File: src/rtl/sdram_wb_arbiter.sv
// Two-master Wishbone arbiter in front of the SDRAM controller. M0 (video) has priority, and M1
// (CPU/DMA) gets starvation relief. The stall timeout is built in only when SDRAM_ARB_TIMEOUT_EN is defined.
module sdram_wb_arbiter #(
  parameter int unsigned AW          = 24,
  parameter int unsigned DW          = 16,
  parameter int unsigned SW          = 2,
  parameter int unsigned STARVE_MAX  = 8,
  parameter int unsigned TIMEOUT_CYC = 1024
) (
  input  logic          wb_clk_i,
  input  logic          wb_rst_i,
  input  logic          m0_cyc_i,
  input  logic          m0_stb_i,
  input  logic          m0_we_i,
  input  logic [AW-1:0] m0_adr_i,
  input  logic [DW-1:0] m0_dat_i,
  input  logic [SW-1:0] m0_sel_i,
  output logic [DW-1:0] m0_dat_o,
  output logic          m0_ack_o,
  input  logic          m1_cyc_i,
  input  logic          m1_stb_i,
  input  logic          m1_we_i,
  input  logic [AW-1:0] m1_adr_i,
  input  logic [DW-1:0] m1_dat_i,
  input  logic [SW-1:0] m1_sel_i,
  output logic [DW-1:0] m1_dat_o,
  output logic          m1_ack_o,
  output logic          s_cyc_o,
  output logic          s_stb_o,
  output logic          s_we_o,
  output logic [AW-1:0] s_adr_o,
  output logic [DW-1:0] s_dat_o,
  output logic [SW-1:0] s_sel_o,
  input  logic [DW-1:0] s_dat_i,
  input  logic          s_ack_i,
  output logic [1:0]    grant_o,
  output logic          timeout_o
);

  if (STARVE_MAX < 1 || STARVE_MAX > 255 || TIMEOUT_CYC < 2 || TIMEOUT_CYC > 65536)
  begin : g_bad_params
    $error("sdram_wb_arbiter: STARVE_MAX or TIMEOUT_CYC out of range");
  end

  localparam logic [7:0] StarveMax = 8'(STARVE_MAX);

  typedef enum logic [1:0] {StIdle, StGnt0, StGnt1} state_e;

  state_e     state_q, state_d;
  logic [7:0] starve_q, starve_d;
  logic       m0_req, m1_req, starved, gnt0, gnt1, tmo;

  assign m0_req  = m0_cyc_i & m0_stb_i;
  assign m1_req  = m1_cyc_i & m1_stb_i;
  assign starved = (starve_q == StarveMax);
  assign gnt0    = (state_q == StGnt0);
  assign gnt1    = (state_q == StGnt1);
  assign grant_o = {gnt1, gnt0};

`ifdef SDRAM_ARB_TIMEOUT_EN
  localparam logic [15:0] StallLast = 16'(TIMEOUT_CYC - 1);

  logic [15:0] stall_q, stall_d;
  logic        timeout_q, timeout_d;
  logic        sel_stb;

  assign sel_stb   = (gnt0 & m0_stb_i) | (gnt1 & m1_stb_i);
  assign tmo       = sel_stb & ~s_ack_i & (stall_q == StallLast);
  assign timeout_o = timeout_q;

  always_comb begin
    timeout_d = timeout_q | tmo;
    stall_d   = stall_q;
    if (state_d != state_q || s_ack_i) begin
      stall_d = '0;
    end else if (sel_stb) begin
      stall_d = stall_q + 16'd1;
    end
  end

  always_ff @(posedge wb_clk_i or posedge wb_rst_i) begin
    if (wb_rst_i) begin
      stall_q   <= '0;
      timeout_q <= 1'b0;
    end else begin
      stall_q   <= stall_d;
      timeout_q <= timeout_d;
    end
  end
`else
  assign tmo       = 1'b0;
  assign timeout_o = 1'b0;
`endif

  always_comb begin
    state_d  = state_q;
    starve_d = starve_q;
    unique case (state_q)
      StIdle: begin
        if (m0_req && (!m1_req || !starved)) begin
          state_d = StGnt0;
          if (m1_req && !starved) starve_d = starve_q + 8'd1;
        end else if (m1_req) begin
          state_d  = StGnt1;
          starve_d = '0;
        end
      end
      StGnt0:  if (!m0_cyc_i || tmo) state_d = StIdle;
      StGnt1:  if (!m1_cyc_i || tmo) state_d = StIdle;
      default: state_d = StIdle;
    endcase
  end

  always_ff @(posedge wb_clk_i or posedge wb_rst_i) begin
    if (wb_rst_i) begin
      state_q  <= StIdle;
      starve_q <= '0;
    end else begin
      state_q  <= state_d;
      starve_q <= starve_d;
    end
  end

  // Slave strobes follow the granted master combinationally, so an abort drops s_cyc_o at once.
  always_comb begin
    s_cyc_o  = 1'b0;
    s_stb_o  = 1'b0;
    s_we_o   = 1'b0;
    s_adr_o  = '0;
    s_dat_o  = '0;
    s_sel_o  = '0;
    m0_ack_o = 1'b0;
    m0_dat_o = '0;
    m1_ack_o = 1'b0;
    m1_dat_o = '0;
    unique case (state_q)
      StGnt0: begin
        s_cyc_o  = m0_cyc_i;
        s_stb_o  = m0_stb_i;
        s_we_o   = m0_we_i;
        s_adr_o  = m0_adr_i;
        s_dat_o  = m0_dat_i;
        s_sel_o  = m0_sel_i;
        m0_ack_o = s_ack_i;
        m0_dat_o = s_dat_i;
      end
      StGnt1: begin
        s_cyc_o  = m1_cyc_i;
        s_stb_o  = m1_stb_i;
        s_we_o   = m1_we_i;
        s_adr_o  = m1_adr_i;
        s_dat_o  = m1_dat_i;
        s_sel_o  = m1_sel_i;
        m1_ack_o = s_ack_i;
        m1_dat_o = s_dat_i;
      end
      default: ;
    endcase
    // A timed-out beat is terminated toward the master with a poison word.
    if (tmo) begin
      s_cyc_o  = 1'b0;
      s_stb_o  = 1'b0;
      m0_ack_o = gnt0;
      m1_ack_o = gnt1;
      m0_dat_o = gnt0 ? DW'(16'hDEAD) : '0;
      m1_dat_o = gnt1 ? DW'(16'hDEAD) : '0;
    end
  end

endmodule
File: config.mk
export PLATFORM = sky130hd
export DESIGN_NAME = sdram_wb_arbiter
export DESIGN_NICKNAME = d
export VERILOG_FILES = /design/src/rtl/sdram_wb_arbiter.sv
export SDC_FILE = /design/constraint.sdc
export NUM_CORES = 1
export LEC_CHECK = 0
export ABC_AREA = 1
export BUFFER_PORTS_ARGS = -buffer_cell sky130_fd_sc_hd__buf_4
export CORE_ASPECT_RATIO = 0.7
export CORE_MARGIN = 2
export CORE_UTILIZATION = 31
export CTS_BUF_LIST = sky130_fd_sc_hd__clkbuf_8
export DETAILED_ROUTE_END_ITERATION = 7
export GPL_ROUTABILITY_DRIVEN = 0
export PLACE_DENSITY = 0.84
export SLEW_MARGIN = 10
export SYNTH_ARGS = -nofsm -noshare
export SYNTH_HDL_FRONTEND = slang
export SYNTH_SLANG_ARGS = --single-unit
File: constraint.sdc
create_clock -name wb_clk_i -period 1.3 [get_ports wb_clk_i]
set_clock_uncertainty 0.1 [all_clocks]
set_input_delay 0.065 -clock wb_clk_i [delete_from_list [all_inputs] [get_ports wb_clk_i]]
set_output_delay 0.065 -clock wb_clk_i [all_outputs]
set_load 0.01 [all_outputs]
Word-level counts from Yosys, hierarchy flattened:

Index checks and enable logic that the tools add are counted.

* $add $sub $neg: 1
* equality and inequality tests: 7
* multiplexer cells: 18
* bitwise operators: 2
* reductions and logical operators: 9

Operator list (count)
* 24-bit case mux with 2 select lines: 1
* 16-bit 2-to-1 mux: 2
* 16-bit case mux with 2 select lines: 1
* 8-bit 2-to-1 mux: 3
* 8-bit by 1-bit adder with 8-bit output, second input constant: 1
* 8-bit by 4-bit == test with 1-bit output, second input constant: 1
* 2-bit 2-to-1 mux: 4
* 1-bit case mux with 2 select lines: 3
* 2-bit case mux with 3 select lines: 1
* 3-bit AND reduction: 2
* 2-bit != test, second input constant: 2
* 2-bit case mux with 2 select lines: 1
* 3-bit != test, second input constant: 1
* 1-bit AND: 2
* 2-bit by 1-bit == test with 1-bit output, second input constant: 1
* 2-bit == test, second input constant: 1
* 1-bit logical AND: 2
* 1-bit zero test: 2
* 2-bit zero test: 1
* 1-bit 2-to-1 mux: 2
* 2-bit by 1-bit != test with 1-bit output, second input constant: 1
* 2-bit nonzero test: 1
* 1-bit logical OR: 1

* bits in registers: 10
* input port bits: 109
* output and inout bits: 82
* word-level logic and storage cells: 39

Depth between registers and ports, before layout:

Gate-level depths: netlist of the first run.

* depth after elaboration: 6
* gate-level depth with buffers: 10
* gate-level depth less buffers: 9

Least setup slack after synthesis of the first run:

Ideal clock, no wire load.

* path kind: register -> register
* start: register state_q[0]
* end: register starve_q[7]
* library setup time: 0.113 ns
* data arrival time: 1.179 ns
* data required time: 1.087 ns
* setup slack: -0.092 ns
* stages on the path, launching flop included: 10
* path buffers: 0
* period minus slack after synthesis: 1.392 ns
* cells stage by stage: dfrtp_1 inv_1 ha_1 nand3_4 nor2_4 nand2_1 nand2_1 nand2_1 nand2_1 inv_1

* longest elaborated chain between the ends: 2

Ends and longest elaborated chain
* start: declaration: line 49 `state_e state_q, state_d;`
* start signal: assignment: line 116 `state_q <= StIdle;`
* start signal: assignment: line 119 `state_q <= state_d;`
* 2-bit zero test: line 98 `unique case (state_q)`
* 3-bit AND reduction (no line)
* end signal: assignment: line 120 `starve_q <= starve_d;`
* end: declaration: line 50 `logic [7:0] starve_q, starve_d;`

Every way passes these cells.
A chain may end at the register's enable or synchronous reset.

Worst setup path in the final report of the first run:

* start: register state_q[0]
* end: output port s_dat_o[5]

* longest elaborated chain between the ends: 2
* elaborated cells between the ends (all ways): 3
* those cells by class: 2 x eq/ne; 1 x mux

Ends and longest elaborated chain
* 2-bit == test / 2-bit by 1-bit == test with 1-bit output (equally long branches): line 136 `unique case (state_q)`
* 16-bit case mux with 2 select lines (*): line 136
* end: declaration: line 32 `output logic [DW-1:0] s_dat_o,`

Every way passes the cells marked *; elsewhere a longest branch is shown, timed or not.

==> metrics.txt, run 1 <==
status complete, but fails checks; violated checks negative setup slack; root buf cell clkbuf_8; RSZ-0062 raised after global routing true; Synth Area in Simple Gates 44.32%; post-place setup slack -0.2141 ns; Setup CP Type reg -> out; Final Util 74.85%; Syn Nets 436; Lkg Pwr 2.119 nW; GRT Util Overall 26.16%; top-count cell post-synth nand2_1; Avg WL per Cell 14.91 um; Async S/R FF share, synth 100.0%; ys flop type dfrtp_1; Synth Instances 322; Cell variety after synth 23; number of CTS-inserted buffers 3; Compound-Gate Fraction of Synth Area 17.09%; Routed Antenna Nets 0; WP data arrival 1.54 ns; initial antenna violation count 0; #FFs+latches synth 10; endpoints failing setup 91; final hold slack 0.2413 ns; number of flops mapped to enable cells by yosys 0; CORE AREA 5175 um^2; area of the mapped netlist 1640 um^2; largest net degree at the start of global routing 26; fin nets 648; clock insertion delay at the later pin of the skew report 0.24 ns; Reg clk slew, reported paths 0.05 ns; HP Class in -> reg; Initial DRT Pass Iterations 4; die area 5899 um^2; Core Rows 22; first-pass GRT wire length 12,570 um; Die Width 90.95 um; I/O Buffers 189; final instance area 3874 um^2; CP required 1.13 ns; Area contributors post-synth nand2_1 36%, dfrtp_1 15%, a21oi_1 14%; max-slew violation count 0; post-synthesis adder-cell area fraction 3.814%; routed vias 2,949; Cells on Worst Hold Path 4; Syn-to-layout area delta 136.2%; CP Max Fanout 11; share of the synthesized area in the top cell type 35.93%; Post-Syn Area per Cell 5.094 um^2; Worst R2R Setup Slack -0.32 ns; startpoint types flop; PD cells 1889 nW/um^2; I/O pins 191; combinational family with the most area after synthesis simple AND/OR/NAND/NOR gates; Post-DP HPWL 6135 um; multiplexer share of the synthesized area 0%; Hold Path Sink starve_q[3]; CTS tree done; count of final hold-check violations 0; First DRT Iteration DRCs 144; ratio of cells with drive above 1 in the final layout 58.65%; GR Overflow Total 0; clock buffer depth 2; Final Power 7.316 mW; Worst R2R Start state_q[0]; YS warnings 0; area leader, netlist nand2_1; clk sinks 10; reg2reg end state_q[1]; Max Freq 585.7 MHz; placed inst area 3313 um^2; via/cell ratio 4.882; peak supply drop 1.040 mV; diode count 0; Synth top cells by count 157 x nand2_1, 49 x inv_1, 47 x a21oi_1; Die Height 64.86 um; crit share post-route 131.3%; DRC errors left 0; Routed WL 9008 um; hold path startpoint m1_stb_i; H-tree Lvls 1; Synth Area in XOR/XNOR 0.5339%; Worst R2R Path Depth 11; post-route minimum period 1.707 ns; Final WS setup -0.4073 ns; Max Cap Viol 0; Seq/Total Area, Yosys 15.26%; starting density of the core 31.70%; CP endpoint kind output pin; vias in the first global route 2,750
==> worst max path at each step <==
stage	slack [ns]	cells past startpoint	endpoint	startpoint
2_1_floorplan	-0.07	5	s_adr_o[0]	state_q[1]
3_3_place_gp	-0.18	10	state_q[1]	state_q[0]
3_5_place_dp	-0.21	10	state_q[1]	state_q[1]
4_1_cts	-0.38	6	s_adr_o[17]	state_q[1]
5_1_grt	-0.47	7	m1_dat_o[14]	state_q[1]
6_report	-0.41	6	s_dat_o[5]	state_q[0]
==> critical path, stage by stage, from the launching register on <==
cell and delay (ns):
dfrtp_1 0.40, inv_2 0.12, ha_4 0.21, buf_12 0.15
nand2_1 0.07, a21oi_2 0.20, buf_4 0.15
==> power by group <==
group	switching, mW	internal [mW]
clock network	0.121	0.203
logic	3.35	3.21
registers	0.0567	0.375
==> through the flow <==
stage                     cells  setup TNS [ns]
after global routing        604          -36.54
after CTS                   594          -27.23
after detailed placement    585          -12.00
final                       604          -30.87
after global placement      585          -8.340
after floorplan             322          -2.904
==> placed cells by master (no fill, tap or decap), types with 3 or more instances in the layout <==
cell and count:
buf_4 202, nand2_1 144, inv_1 43, a21oi_2 43, nand2_2 11, buf_6 10
dfrtp_1 10, inv_2 8, a21oi_1 6, buf_12 6, nor2_1 5, nand3_1 4
nand3_2 4, nand2_4 4, o21ai_2 3, nor2_4 3, ha_4 3, clkbuf_8 3
buf_8 3
==> layer usage <==
metal / global-route usage (%) / share of wire [%] / routed length (um)
met1: 27.78 / 35 / 3154
met3: 6.279 / 8.2 / 735
met2: 50.65 / 53 / 4803
met5: 0 / 0 / 0
met4: 9.470 / 3.5 / 315
==> cells by family (layout without fill, tap and decap cells) <==
group                    after synthesis  after routing
adder cells (fa/ha/maj)                5              5
buffers and inverters                 73            282
flip-flops                            10             10
other                                  1              1
AO/OA/AOI/OAI                         54             54
AND/OR/NAND/NOR                      178            179
XOR/XNOR                               1              1
==> what timing repair did <==
item / CTS / global route
setup buffers: 2 / 8
endpoints found under the setup margin: 91 / 91
hold endpoints to repair: 10 / 0
pin swaps: 8 / 13
resized for setup: 52 / 42
cloned: 3 / 3
hold buffers: 1 / 0
==> layout make-up <==
type	instances	area, um^2
Inverter	52	212.7
Fill cell	364	1301
Clock buffer	3	41.29
Timing Repair Buffer	226	1909
Sequential cell	10	250.2
Tap cell	72	90.09
Multi-Input combinational cell	240	1366
Timing Repair inverter	1	3.754
==> flip-flops by register name, summed over array words and instances, names as in the netlist <==
register and count:
starve_q 8, state_q 2
Power figures use the tool's default switching activity.
==> inputs of run 2 (changes only) <==
--- a/config.mk
+++ b/config.mk
@@ -5,11 +5,11 @@
 export SDC_FILE = /design/constraint.sdc
 export NUM_CORES = 1
 export LEC_CHECK = 0
-export ABC_AREA = 1
+export ABC_AREA = 0
 export BUFFER_PORTS_ARGS = -buffer_cell sky130_fd_sc_hd__buf_4
 export CORE_ASPECT_RATIO = 0.7
 export CORE_MARGIN = 2
-export CORE_UTILIZATION = 31
+export CORE_UTILIZATION = 30
 export CTS_BUF_LIST = sky130_fd_sc_hd__clkbuf_8
 export DETAILED_ROUTE_END_ITERATION = 7
 export GPL_ROUTABILITY_DRIVEN = 0
==> run 2 against run 1 <==
Compared with the run above:
- largest power group unchanged
- core utilization rose by 8.0 points
- total power decreased by 2.3%
- global-route usage decreased by 2.0 points
- final cell count decreased by 18%
- non-clock buffer count increased by 10
- critical path depth is the same
- via count fell by 16%
- the run still ends with negative setup slack left
- final area grew 3.4%
- worst hold slack lost 0.16 ns
- largest cell class unchanged
- die area shrank 4.3%
==> metrics.txt, run 2 <==
reg2reg end starve_q[5]; Initial DRT Pass Iterations 4 (unchanged); placed inst area 3282 um^2 (-0.94%); peak supply drop 1.007 mV (-3.2%); GR Overflow Total 0 (unchanged); via/cell ratio 5.016 (+2.7%); Post-DP HPWL 5678 um (-7.5%); HP Class in -> reg; routed vias 2,488 (-16%); Setup CP Type reg -> out; Routed Antenna Nets 0 (unchanged); Largest register FFs 8 (unchanged); I/O pins 191 (unchanged); post-place setup slack -0.2753 ns (-0.06124 ns); startpoint types flop; ratio of cells with drive above 1 in the final layout 73.07% (+14 points); area of the mapped netlist 1515 um^2 (-7.6%); area leader, netlist a22oi_1; share of the synthesized area in the top cell type 21.80% (-14 points); violated checks negative setup slack; Worst R2R Path Depth 6 (-5); Max Cap Viol 0 (unchanged); root buf cell clkbuf_8; number of flops mapped to enable cells by yosys 0 (unchanged); Lkg Pwr 1.875 nW (-12%); status complete, but fails checks; Largest regs starve_q x8, state_q x2; FF/Latch Area 250.2 um^2 (unchanged); Worst R2R Setup Slack -0.31 ns (about the same); Final WS setup -0.4745 ns (-0.06724 ns); count of final hold-check violations 0 (unchanged); YS warnings 0 (unchanged); Hold Path Sink state_q[0]; DRC errors left 0 (unchanged); largest net degree at the start of global routing 24 (-7.7%); CP Max Fanout 11 (unchanged); Synth Instances 209 (-35%); initial antenna violation count 0 (unchanged); Async S/R FF share, synth 100.0% (unchanged); PD cells 1784 nW/um^2 (-5.5%); ys flop type dfrtp_1; Syn-to-layout area delta 164.3%; Synth top cells by count 44 x a22oi_1, 44 x nor2b_1, 35 x and2_1; WP data arrival 1.61 ns (+0.07 ns); post-route minimum period 1.775 ns (+0.06724 ns); Die Height 63.46 um (-2.2%); vias in the first global route 2,259 (-18%); die area 5644 um^2 (-4.3%); dpl cells 477 (-18%); area occupied by multi-input gates 1534 um^2 (+12%); CP endpoint kind output pin; final cell count without fillers 496 (-18%); diode count 0 (unchanged); CORE AREA 4835 um^2 (-6.6%); Avg WL per Cell 17.66 um (+18%); Seq/Total Area, Yosys 16.52% (+1.3 points); Fillers 304 (-16%); Reg clk slew, reported paths 0.04 ns (about the same); fin nets 543 (-16%); Max Freq 563.5 MHz (-3.8%); Area contributors post-synth a22oi_1 22%, nor2b_1 18%, dfrtp_1 17%; crit share post-route 136.5% (+5.2 points); Cells on Worst Hold Path 3 (-1); max-slew violation count 0 (unchanged); Worst R2R Start state_q[1]; CTS tree done; Die Width 88.94 um (-2.2%); first-pass GRT wire length 10,780 um (-14%); Biggest register starve_q; clk sinks 10 (unchanged); commonest non-fill, non-tap cell in the layout buf_4; number of CTS-inserted buffers 3 (unchanged); Routed WL 8759 um (-2.8%); commonest cells after routing, fill and taps aside 195 x buf_4, 32 x nor2b_1, 25 x a22oi_1; H-tree Lvls 1 (unchanged); GRT Util Overall 24.12% (-2.0 points); starting density of the core 31.34% (-0.36 points); First DRT Iteration DRCs 55 (-62%); final hold slack 0.07937 ns (-0.1619 ns); hold path startpoint m0_stb_i; #FFs+latches synth 10 (unchanged); CP required 1.13 ns (about the same); Cell variety after synth 27 (+17%); RSZ-0062 raised after global routing true; Core Rows 21 (-4.5%); endpoints failing setup 91 (unchanged); Post-Syn Area per Cell 7.250 um^2 (+42%); final instance area 4005 um^2 (+3.4%); clock buffer depth 2 (unchanged); clock insertion delay at the later pin of the skew report 0.23 ns (about the same); Syn Nets 323 (-26%); I/O Buffers 189 (unchanged)
-- run 2: changes by cell type after synthesis, moves of 4 or more --
cell	delta
and2_1	+35
a22oi_1	+44
clkbuf_1	+14
inv_1	-44
nor2b_1	+44
buf_2	-14
nand2_1	-151
a21oi_1	-46
nand4_1	+4
-- run 2: through the flow --
step / setup TNS (ns) / power (mW) / utilization, %
4_1_cts: -29.67 / 5.715 / 72.39
6_report: -34.23 / 7.146 / 82.84
2_1_floorplan: -3.946 / 3.053 / -
3_5_place_dp: -13.71 / 4.993 / 67.88
5_1_grt: -39.92 / 7.521 / 82.84
3_3_place_gp: -11.09 / 4.920 / 67.88
-- run 2: final cells by class --
class | instances | share of cell area (%)
multi-input cells | 173 | 38.30
inverters | 5 | 0.4686
clock buffers | 3 | 1.031
well taps | 69 | 2.156
flip-flops and latches | 10 | 6.248
repair buffers | 236 | 51.80
-- run 2: worst max-delay path by stage --
stage               slack, ns  startpoint  depth (start not counted)     endpoint
finish                  -0.47  state_q[0]                          6  s_adr_o[10]
global route            -0.54  state_q[0]                          6  s_adr_o[10]
CTS                     -0.37  state_q[1]                          6   s_adr_o[9]
detailed placement      -0.28  state_q[1]                          6  starve_q[5]
global placement        -0.21  state_q[1]                          6  starve_q[5]
floorplan               -0.24  state_q[1]                          6  starve_q[5]
-- run 2: cell families (layout without fill, tap and decap cells) --
| family | count (synthesis) | count (layout) | synth area share [%] |
|---|---|---|---|
| compound gates | 54 | 54 | 26.18 |
| xor+xnor | 5 | 5 | 2.890 |
| fa+ha+maj | 5 | 5 | 4.129 |
| buf+inv | 26 | 244 | 7.184 |
| flops | 10 | 10 | 16.52 |
| other cells | 1 | 1 | 0.2475 |
| simple gates | 108 | 108 | 42.86 |
-- run 2: report_power, final --
group	internal, mW	switching (mW)	leakage, nW	total (mW)
Clock	0.202	0.115	0.0216	0.317
Sequential	0.371	0.0517	0.137	0.423
Combinational	3.72	2.68	1.72	6.41
Total	4.30	2.85	1.87	7.15
-- run 2: layer usage --
layer | up-vias | wire (um) | global-route usage [%]
met3 | 29 | 519 | 4.063
met1 | 1170 | 3299 | 29.05
li1 | 1170 | - | -
met5 | - | 0 | 0
met4 | 0 | 268 | 5.970
met2 | 119 | 4672 | 43.94
-- run 2: critical path, cell delays in order, from the launching register on --
cell       delay, ns
dfrtp_1         0.39
inv_2           0.12
ha_4            0.28
clkbuf_16       0.21
a22oi_1         0.08
nor2b_1         0.16
buf_4           0.14
-- run 2: what timing repair did --
action                     in CTS  in global routing
pin swaps                      17                 25
setup endpoints to repair      91                 91
buffers inserted                3                  5
hold buffers                    1                  0
cloned                          0                  7
hold endpoints to repair       10                  0
gates resized for setup        32                 73
==> inputs of run 3 (changes only) <==
--- a/config.mk
+++ b/config.mk
@@ -14,6 +14,7 @@
 export DETAILED_ROUTE_END_ITERATION = 7
 export GPL_ROUTABILITY_DRIVEN = 0
 export PLACE_DENSITY = 0.84
+export SETUP_SLACK_MARGIN = 0.2
 export SLEW_MARGIN = 10
 export SYNTH_ARGS = -nofsm -noshare
 export SYNTH_HDL_FRONTEND = slang
==> run 3 against run 2 <==
Compared with the run above:
- the run still ends with negative setup slack left
- routed wire length increased by 6.3%
- register-to-register slack got worse by 0.05 ns
- final area increased by 1.1%
- die area unchanged
- total power about the same
- critical endpoint is now s_dat_o[0]
- largest power group unchanged
==> metrics.txt, run 3 (synthesis results as in run 2) <==
violated checks negative setup slack; PD cells 1765 nW/um^2 (-1.1%); CTS tree done; H-tree Lvls 1 (unchanged); Biggest register starve_q; Avg WL per Cell 18.88 um (+6.9%); post-place setup slack -0.2615 ns (+0.01382 ns); startpoint types flop; peak supply drop 0.9740 mV (-3.3%); WP data arrival 1.64 ns (+0.03 ns); CP Max Fanout 18 (+7); die area 5644 um^2 (unchanged); RSZ-0062 raised after global routing true; clk sinks 10 (unchanged); Routed WL 9307 um (+6.3%); endpoints failing setup 91 (unchanged); Initial DRT Pass Iterations 4 (unchanged); commonest non-fill, non-tap cell in the layout buf_4; Max Freq 553.6 MHz (-1.8%); Post-DP HPWL 5854 um (+3.1%); Comb power frac 89.6% (about the same); Setup crit start state_q[0]; Worst R2R Setup Slack -0.36 ns (-0.05 ns); first-pass GRT wire length 12,590 um (+17%); area occupied by multi-input gates 1597 um^2 (+4.1%); diode count 0 (unchanged); Fillers 275 (-9.5%); Int Pwr 4.270 mW (-0.66%); I/O Buffers 189 (unchanged); commonest cells after routing, fill and taps aside 185 x buf_4, 36 x buf_6, 35 x and2_4; Setup CP Type reg -> out; clock power share 4.4% (about the same); largest net degree at the start of global routing 23 (-4.2%); Switch Pwr 2.880 mW (+1.1%); via/cell ratio 5.235 (+4.4%); final hold slack 0.07122 ns (-0.008151 ns); Syn-to-layout area delta 167.3%; Largest regs starve_q x8, state_q x2; routed vias 2,581 (+3.7%); Die Width 88.94 um (unchanged); placed inst area 3357 um^2 (+2.3%); clock insertion delay at the later pin of the skew report 0.23 ns (about the same); Lkg Pwr 1.887 nW (+0.65%); ratio of cells with drive above 1 in the final layout 78.54% (+5.5 points); clock buffer depth 2 (unchanged); Max Cap Viol 0 (unchanged); hold path startpoint m0_stb_i; final cell count without fillers 493 (-0.60%); CP required 1.13 ns (about the same); status complete, but fails checks; Worst R2R Start state_q[1]; post-route minimum period 1.806 ns (+0.03182 ns); Final Power 7.150 mW (about the same); count of final hold-check violations 0 (unchanged); starting density of the core 31.34% (unchanged); dpl cells 474 (-0.63%); Core Rows 21 (unchanged); I/O pins 191 (unchanged); initial antenna violation count 0 (unchanged); HP Class in -> reg; DRC errors left 0 (unchanged); Die Height 63.46 um (unchanged); Routed Antenna Nets 0 (unchanged); GRT Util Overall 28.14% (+4.0 points); Final WS setup -0.5063 ns (-0.03182 ns); FF/Latch Area 250.2 um^2 (unchanged); Reg clk slew, reported paths 0.05 ns (about the same); First DRT Iteration DRCs 99 (+80%); crit share post-route 138.9% (+2.4 points); vias in the first global route 2,497 (+11%); final instance area 4050 um^2 (+1.1%); number of CTS-inserted buffers 3 (unchanged); fin nets 540 (-0.55%); TNS Setup -34.44 ns (-0.2043 ns); CP endpoint kind output pin; sw frac 40.28% (+0.43 points); max-slew violation count 0 (unchanged); Final Util 83.77% (+0.93 points); CORE AREA 4835 um^2 (unchanged); GR Overflow Total 0 (unchanged); root buf cell clkbuf_8; Largest register FFs 8 (unchanged); Flop pwr share 5.9% (about the same)
-- run 3: cell count changes in the layout (fill, tap and decap cells not counted), sizes merged --
cell	previous run	this run
clkbuf	9	5
buf	229	230
-- run 3: final cells by class --
class	count	area share, %
repair buffers	233	50.79
clock buffers	3	1.019
flip-flops and latches	10	6.179
inverters	5	0.4634
multi-input cells	173	39.42
well taps	69	2.132
-- run 3: power by group through the flow --
stage                     logic, mW  clock network [mW]  registers, mW
after detailed placement       4.80                   0          0.417
after CTS                      5.77               0.316          0.417
after floorplan                2.88                   0          0.425
after global placement         4.70                   0          0.410
after global routing           6.76               0.329          0.429
final                          6.41               0.317          0.425
-- run 3: worst max-delay path: stages (launching register included) --
cell	delay [ns]
dfrtp_1	0.42
inv_2	0.15
ha_4	0.24
buf_12	0.18
a22oi_1	0.08
nor2b_1	0.17
buf_4	0.16
-- run 3: final timing paths --
kind                       cells after the start           to
min in group asynchronous                      3  starve_q[2]
hold reg to reg                                3  starve_q[7]
hold / removal                                 3   state_q[0]
setup reg to reg                               7  starve_q[5]
max in group asynchronous                      3   state_q[1]
setup / recovery                               6   s_dat_o[0]
-- run 3: routing by layer --
metal  track usage [%]  vias to the layer above  part of all wire [%]
li1                  -                     1166                     -
met1             33.73                     1262                    36
met2             50.93                      119                    52
met3             5.374                       34                   8.0
met4             7.090                        0                   3.1
met5                 0                        -                     0
-- run 3: what timing repair did --
item                       4_1_cts  5_1_grt
cloned                           3        2
setup endpoints to repair       91       91
hold endpoints to repair        10        0
hold buffers                     1        0
pin swaps                       18       15
setup buffers                    9        1
resized for setup               54       47
